<file path="config.mk">
export PLATFORM = sky130hd
export DESIGN_NAME = hilo_md_ctrl
export DESIGN_NICKNAME = d
export VERILOG_FILES = /design/src/rtl/hilo_md_ctrl.sv
export SDC_FILE = /design/constraint.sdc
export NUM_CORES = 1
export LEC_CHECK = 0
export BUFFER_PORTS_ARGS = -buffer_cell sky130_fd_sc_hd__buf_2
export CAP_MARGIN = 40
export CORE_ASPECT_RATIO = 1.75
export CORE_MARGIN = 1.5
export CORE_UTILIZATION = 50
export CTS_CLUSTER_SIZE = 20
export DETAILED_ROUTE_END_ITERATION = 7
export PLACE_DENSITY = 0.69
export REMOVE_ABC_BUFFERS = 1
export SLEW_MARGIN = 40
export SYNTH_ARGS = -nofsm -noshare
export SYNTH_HDL_FRONTEND = slang
export SYNTH_SLANG_ARGS = --single-unit
export TNS_END_PERCENT = 5
</file>
<file path="constraint.sdc">
create_clock -name clk -period 13.5 [get_ports clk]
set_input_delay 1.35 -clock clk [delete_from_list [all_inputs] [get_ports clk]]
set_output_delay 1.35 -clock clk [all_outputs]
set_load 0.01 [all_outputs]
</file>
<file path="src/rtl/hilo_md_ctrl.sv">
// HI/LO sequencer: iterative 32-step shift-add MULT/MULTU and restoring DIV/DIVU, stalling EX while busy.
// Optional macro HILO_FAST_MUL_EN sends multiplies through a single-cycle multiplier instead.
module hilo_md_ctrl #(
  parameter int WIDTH = 32
) (
  input  logic             clk,
  input  logic             rst,
  input  logic             start_i,
  input  logic [1:0]       op_i,
  input  logic [WIDTH-1:0] src1_i,
  input  logic [WIDTH-1:0] src2_i,
  input  logic             flush_i,
  output logic             stall_o,
  output logic             busy_o,
  output logic             hi_we_o,
  output logic             lo_we_o,
  output logic [WIDTH-1:0] hi_o,
  output logic [WIDTH-1:0] lo_o
);
  localparam int CW = (WIDTH > 1) ? $clog2(WIDTH) : 1;

  typedef enum logic [1:0] {IDLE, CALC, DONE} state_t;

  state_t             state_q, state_d;
  logic [CW-1:0]      cnt_q;
  logic               mul_q, neg_q, rsign_q, we_q;
  logic [WIDTH-1:0]   a_q, b_q, d_q, hi_q, lo_q;

  logic               accept, is_mul, sgn, div0, fast, s1, s2, last;
  logic [WIDTH-1:0]   abs1, abs2;
  logic [WIDTH:0]     rem_w, mac;
  logic [WIDTH-1:0]   rem_sub, a_n, b_n;
  logic [WIDTH-1:0]   hi_fix, lo_fix;
  logic [2*WIDTH-1:0] prod_abs, prod_fix, fast_prod;

  assign is_mul = op_i[1];
  assign sgn    = ~op_i[0];
  assign s1     = sgn & src1_i[WIDTH-1];
  assign s2     = sgn & src2_i[WIDTH-1];
  assign abs1   = s1 ? -src1_i : src1_i;
  assign abs2   = s2 ? -src2_i : src2_i;
  assign div0   = ~is_mul & (src2_i == '0);
  assign accept = (state_q == IDLE) & start_i & ~flush_i;
  assign last   = (cnt_q == CW'(WIDTH-1));

`ifdef HILO_FAST_MUL_EN
  logic [2*WIDTH-1:0] fast_mag;
  assign fast      = is_mul;
  assign fast_mag  = {{WIDTH{1'b0}}, abs1} * {{WIDTH{1'b0}}, abs2};
  assign fast_prod = (s1 ^ s2) ? -fast_mag : fast_mag;
`else
  assign fast      = 1'b0;
  assign fast_prod = '0;
`endif

  // One iteration: a_q is remainder / product-high, b_q is quotient / multiplier-low
  always_comb begin
    rem_w   = {a_q, b_q[WIDTH-1]};
    rem_sub = rem_w[WIDTH-1:0] - d_q;
    mac     = {1'b0, a_q} + (b_q[0] ? {1'b0, d_q} : '0);
    a_n     = rem_w[WIDTH-1:0];
    b_n     = {b_q[WIDTH-2:0], 1'b0};
    if (mul_q) begin
      a_n = mac[WIDTH:1];
      b_n = {mac[0], b_q[WIDTH-1:1]};
    end else if (rem_w >= {1'b0, d_q}) begin
      a_n = rem_sub;
      b_n = {b_q[WIDTH-2:0], 1'b1};
    end
  end

  always_comb begin
    prod_abs = {a_n, b_n};
    prod_fix = neg_q ? -prod_abs : prod_abs;
    if (mul_q) begin
      hi_fix = prod_fix[2*WIDTH-1:WIDTH];
      lo_fix = prod_fix[WIDTH-1:0];
    end else begin
      hi_fix = rsign_q ? -a_n : a_n;
      lo_fix = neg_q ? -b_n : b_n;
    end
  end

  always_ff @(posedge clk) begin
    if (rst) state_q <= IDLE;
    else     state_q <= state_d;
  end

  always_comb begin
    state_d = state_q;
    case (state_q)
      IDLE: if (accept) state_d = (div0 | fast) ? DONE : CALC;
      CALC: if (flush_i) state_d = IDLE;
            else if (last) state_d = DONE;
      DONE: state_d = IDLE;
      default: state_d = IDLE;
    endcase
  end

  always_comb begin
    stall_o = accept | (state_q == CALC);
    busy_o  = (state_q != IDLE);
    hi_we_o = we_q & (state_q == DONE) & ~flush_i;
    lo_we_o = we_q & (state_q == DONE) & ~flush_i;
  end

  assign hi_o = hi_q;
  assign lo_o = lo_q;

  // Result registers default to zero so they only carry data during DONE
  always_ff @(posedge clk) begin
    if (rst) begin
      cnt_q   <= '0;
      mul_q   <= 1'b0;
      neg_q   <= 1'b0;
      rsign_q <= 1'b0;
      we_q    <= 1'b0;
      a_q     <= '0;
      b_q     <= '0;
      d_q     <= '0;
      hi_q    <= '0;
      lo_q    <= '0;
    end else begin
      we_q <= 1'b0;
      hi_q <= '0;
      lo_q <= '0;
      case (state_q)
        IDLE: if (accept) begin
          cnt_q   <= '0;
          mul_q   <= is_mul;
          neg_q   <= s1 ^ s2;
          rsign_q <= s1;
          a_q     <= '0;
          b_q     <= is_mul ? abs2 : abs1;
          d_q     <= is_mul ? abs1 : abs2;
          if (div0) begin
            we_q <= 1'b1;
            hi_q <= src1_i;
            lo_q <= '1;
          end else if (fast) begin
            we_q <= 1'b1;
            hi_q <= fast_prod[2*WIDTH-1:WIDTH];
            lo_q <= fast_prod[WIDTH-1:0];
          end
        end
        CALC: if (!flush_i) begin
          a_q   <= a_n;
          b_q   <= b_n;
          cnt_q <= cnt_q + 1'b1;
          if (last) begin
            we_q <= 1'b1;
            hi_q <= hi_fix;
            lo_q <= lo_fix;
          end
        end
        default: ;
      endcase
    end
  end

endmodule

</file>
==> flow_summary.ini <==
[logic_synthesis]
netlist_top_cells_count = nor2_1, a21oi_1, nand2_1
yosys.area.top_type = dfxtp_1
ys_ff_latch = 171
synth.most_common_cell = nor2_1
syn_area_um2 = 15100
synthArstFlopShare = 0
synth_flop_cell = dfxtp_1
syn_avg_cell_area_um2 = 7.28
yosys_warnings = 0
ys_types = 103
ys_top_cells_by_area = dfxtp_1, a21oi_1, nor2_1
synth_top_cell_area_share = 0.227
synth_cells = 2071
synth.yosys.seq_area_share = 0.227
synth_edf_count = 0

[sta]
skew_ns = 0.0150
setup-violations-final = 0
hold_violations = 0
slew_headroom = 0.418
fmax_mhz = 184
slew_viol_final = 0
grt_setup_unrepaired = no
fin_crit_sh = 0.403
period_minus_slack_ns = 5.44
tightestPinTransition_ns = 0.873
tns_ns = 0

[cts]
htree_levels = 4
cts_tree = done
cts_made_buffers = 17
cts-root-buf = clkbuf_16
cts_setup_buffers = 0
clk_pin_slew_ns = 0.07
ctsResizeCount = 0
cts_sinks = 171
cts_hold_buf = 0
insertion_delay_ns = 0.47
cts_buffer_depth = 2

[global_routing]
track_usage = 0.371
antenna_found_initial = 1
grt_max_degree = 72
overflow = 0
grt_pass1_wl_um = 88400
grt_pass1_vias = 15900

[drt]
avgViaCountPerCell = 6.53
drtPass1Iterations = 8
vias = 16400
wl_um = 58800
ant_nets = 0
drt_iter0_markers = 1715
drcViolationCount = 0
wl_per_cell_um = 23.4

[power_and_ir_drop]
p_leak_nw = 6.73
pwr_density_cell_nw_per_um2 = 109
finalPower_mw = 1.80
ir_worst_vdd_mv = 0.116
combPwrFrac = 0.429
seqPwrFrac = 0.302
switching_power_uw = 768
swShare = 0.427
intPower_mw = 1.03
pwr-share-clk = 0.269

[worst_setup_path]
crit_slowest_cell = o311a_1
worstPathCellList = ha_1 > a21oi_1 > o21ai_1 > a32oi_1 > a32oi_4 > nor2_4 > a21boi_2 > inv_2 > ha_1 > o211ai_1 > a211o_1 > nor2_1 > o21a_1 > nand3_1 > o311a_1 > nor4b_2 > nand3_1 > inv_1 > a21oi_1 > xnor2_1 > o21ai_0
cp-start-kind = register
slowest_delay_ns = 0.54
path_max_fanout = 8
cp_data_arrival_time_ns = 5.78
cp_num_buf_inv = 2
required_ns = 13.84
r2r_slack_ns = 8.06
worstSetupPathType = reg -> reg
end_kind = register
crit_family = compound AO/OA/AOI/OAI gates

[hold_path]
hold_class = reg -> reg

[cells_and_area]
diodes = 0
nNetsFinal = 2257
drive_gt1_frac = 0.119
area_growth_pct = 9.23

[floorplan]
die_w_um = 134
initial_core_util = 0.505
die_h_um = 233
row_count = 84
core_region_area_um2 = 29800
die_area_um2 = 31300
ios = 138

[placement]
place_congestion = 1.04
io_buffers = 137
dp.final_hpwl_um = 44300

[flow_run]
max-cap-violations = 0

[run_status]
status = finished, final reports clean
state kept, by name, summed over array words and instances, names as in the netlist:
signal and flops:
rsign_q 1, cnt_q 5, d_q 32, mul_q 1, state_q 2, we_q 1, neg_q 1, b_q 32
lo_o 32, a_q 32, hi_o 32
cells by family after synthesis:
| logic type | after synthesis | synth area share |
|---|---|---|
| compound gates | 660 | 0.289 |
| xor+xnor | 158 | 0.0918 |
| buf+inv | 199 | 0.0548 |
| simple gates | 753 | 0.237 |
| flops | 171 | 0.227 |
| mux | 58 | 0.0391 |
| fa+ha+maj | 72 | 0.0607 |
through the flow:
step                       util  area [µm²]  setup WS [ns]  hold slack [ns]  instances
after floorplan               -       14500           6.81            0.430       1935
after global placement    0.531       15900           8.30            0.443       2481
after detailed placement  0.532       15900           8.21            0.457       2482
after CTS                 0.551       16400           8.17            0.465       2514
after global routing      0.552       16500           7.86            0.495       2515
final                     0.552       16500           8.06            0.466       2515
metal layers:
metal  vias up  global-route usage  part of all wire
met5         -                   0                 0
met4         0               0.337             0.098
met3       313              0.0569             0.075
met2       890               0.638              0.49
met1      7676               0.383              0.34
li1       7536                   -                 -
cell usage in the layout, fill, tap and decap left out, drive strengths merged, types with 7 or more instances in the layout:
cell,count
nand3,35
and2,43
and3,18
xnor2,95
a21boi,10
dfxtp,171
inv,65
o31ai,25
buf,160
nand2b,21
a21o,35
o211ai,49
nand4,27
ha,70
nor3,60
a31oi,17
mux2i,54
a21oi,211
clkbuf,20
xor2,63
nor3b,7
a22oi,38
nor2b,12
a211oi,55
o21ai,129
o21a,12
nor4,18
nand2,209
nor2,255
or3,16
power groups by stage:
| stage | registers [mW] | clock network [mW] | logic (mW) |
|---|---|---|---|
| final | 0.544 | 0.485 | 0.772 |
| after global routing | 0.546 | 0.506 | 0.815 |
| after CTS | 0.543 | 0.486 | 0.740 |
| after detailed placement | 0.554 | 0 | 0.737 |
| after global placement | 0.554 | 0 | 0.728 |
| after floorplan | 0.550 | 0 | 0.500 |
path summary, 6_finish.rpt:
check,cells after the start,startpoint,to
hold / removal,2,cnt_q[4]$_SDFFE_PP0P_,cnt_q[4]$_SDFFE_PP0P_
setup reg to reg,21,a_q[19]$_SDFFE_PP0P_,hi_o[22]$_SDFF_PP0_
hold reg to reg,2,cnt_q[4]$_SDFFE_PP0P_,cnt_q[4]$_SDFFE_PP0P_
setup / recovery,21,a_q[19]$_SDFFE_PP0P_,hi_o[22]$_SDFF_PP0_
area by class of cell:
type,count,area [µm²]
tap,387,484
clock inverter,12,90.1
sequential,171,3430
fill,2962,13400
timing repair buffer,161,883
inverter,63,239
clock buffer,20,467
multi-input combinational,1701,10900
worst min-delay path: stages, from the launching register on:
cell	delay, ns
dfxtp_1	0.32
nand2_1	0.05
a21oi_1	0.05
No activity file was read; power rests on OpenSTA's default activity.
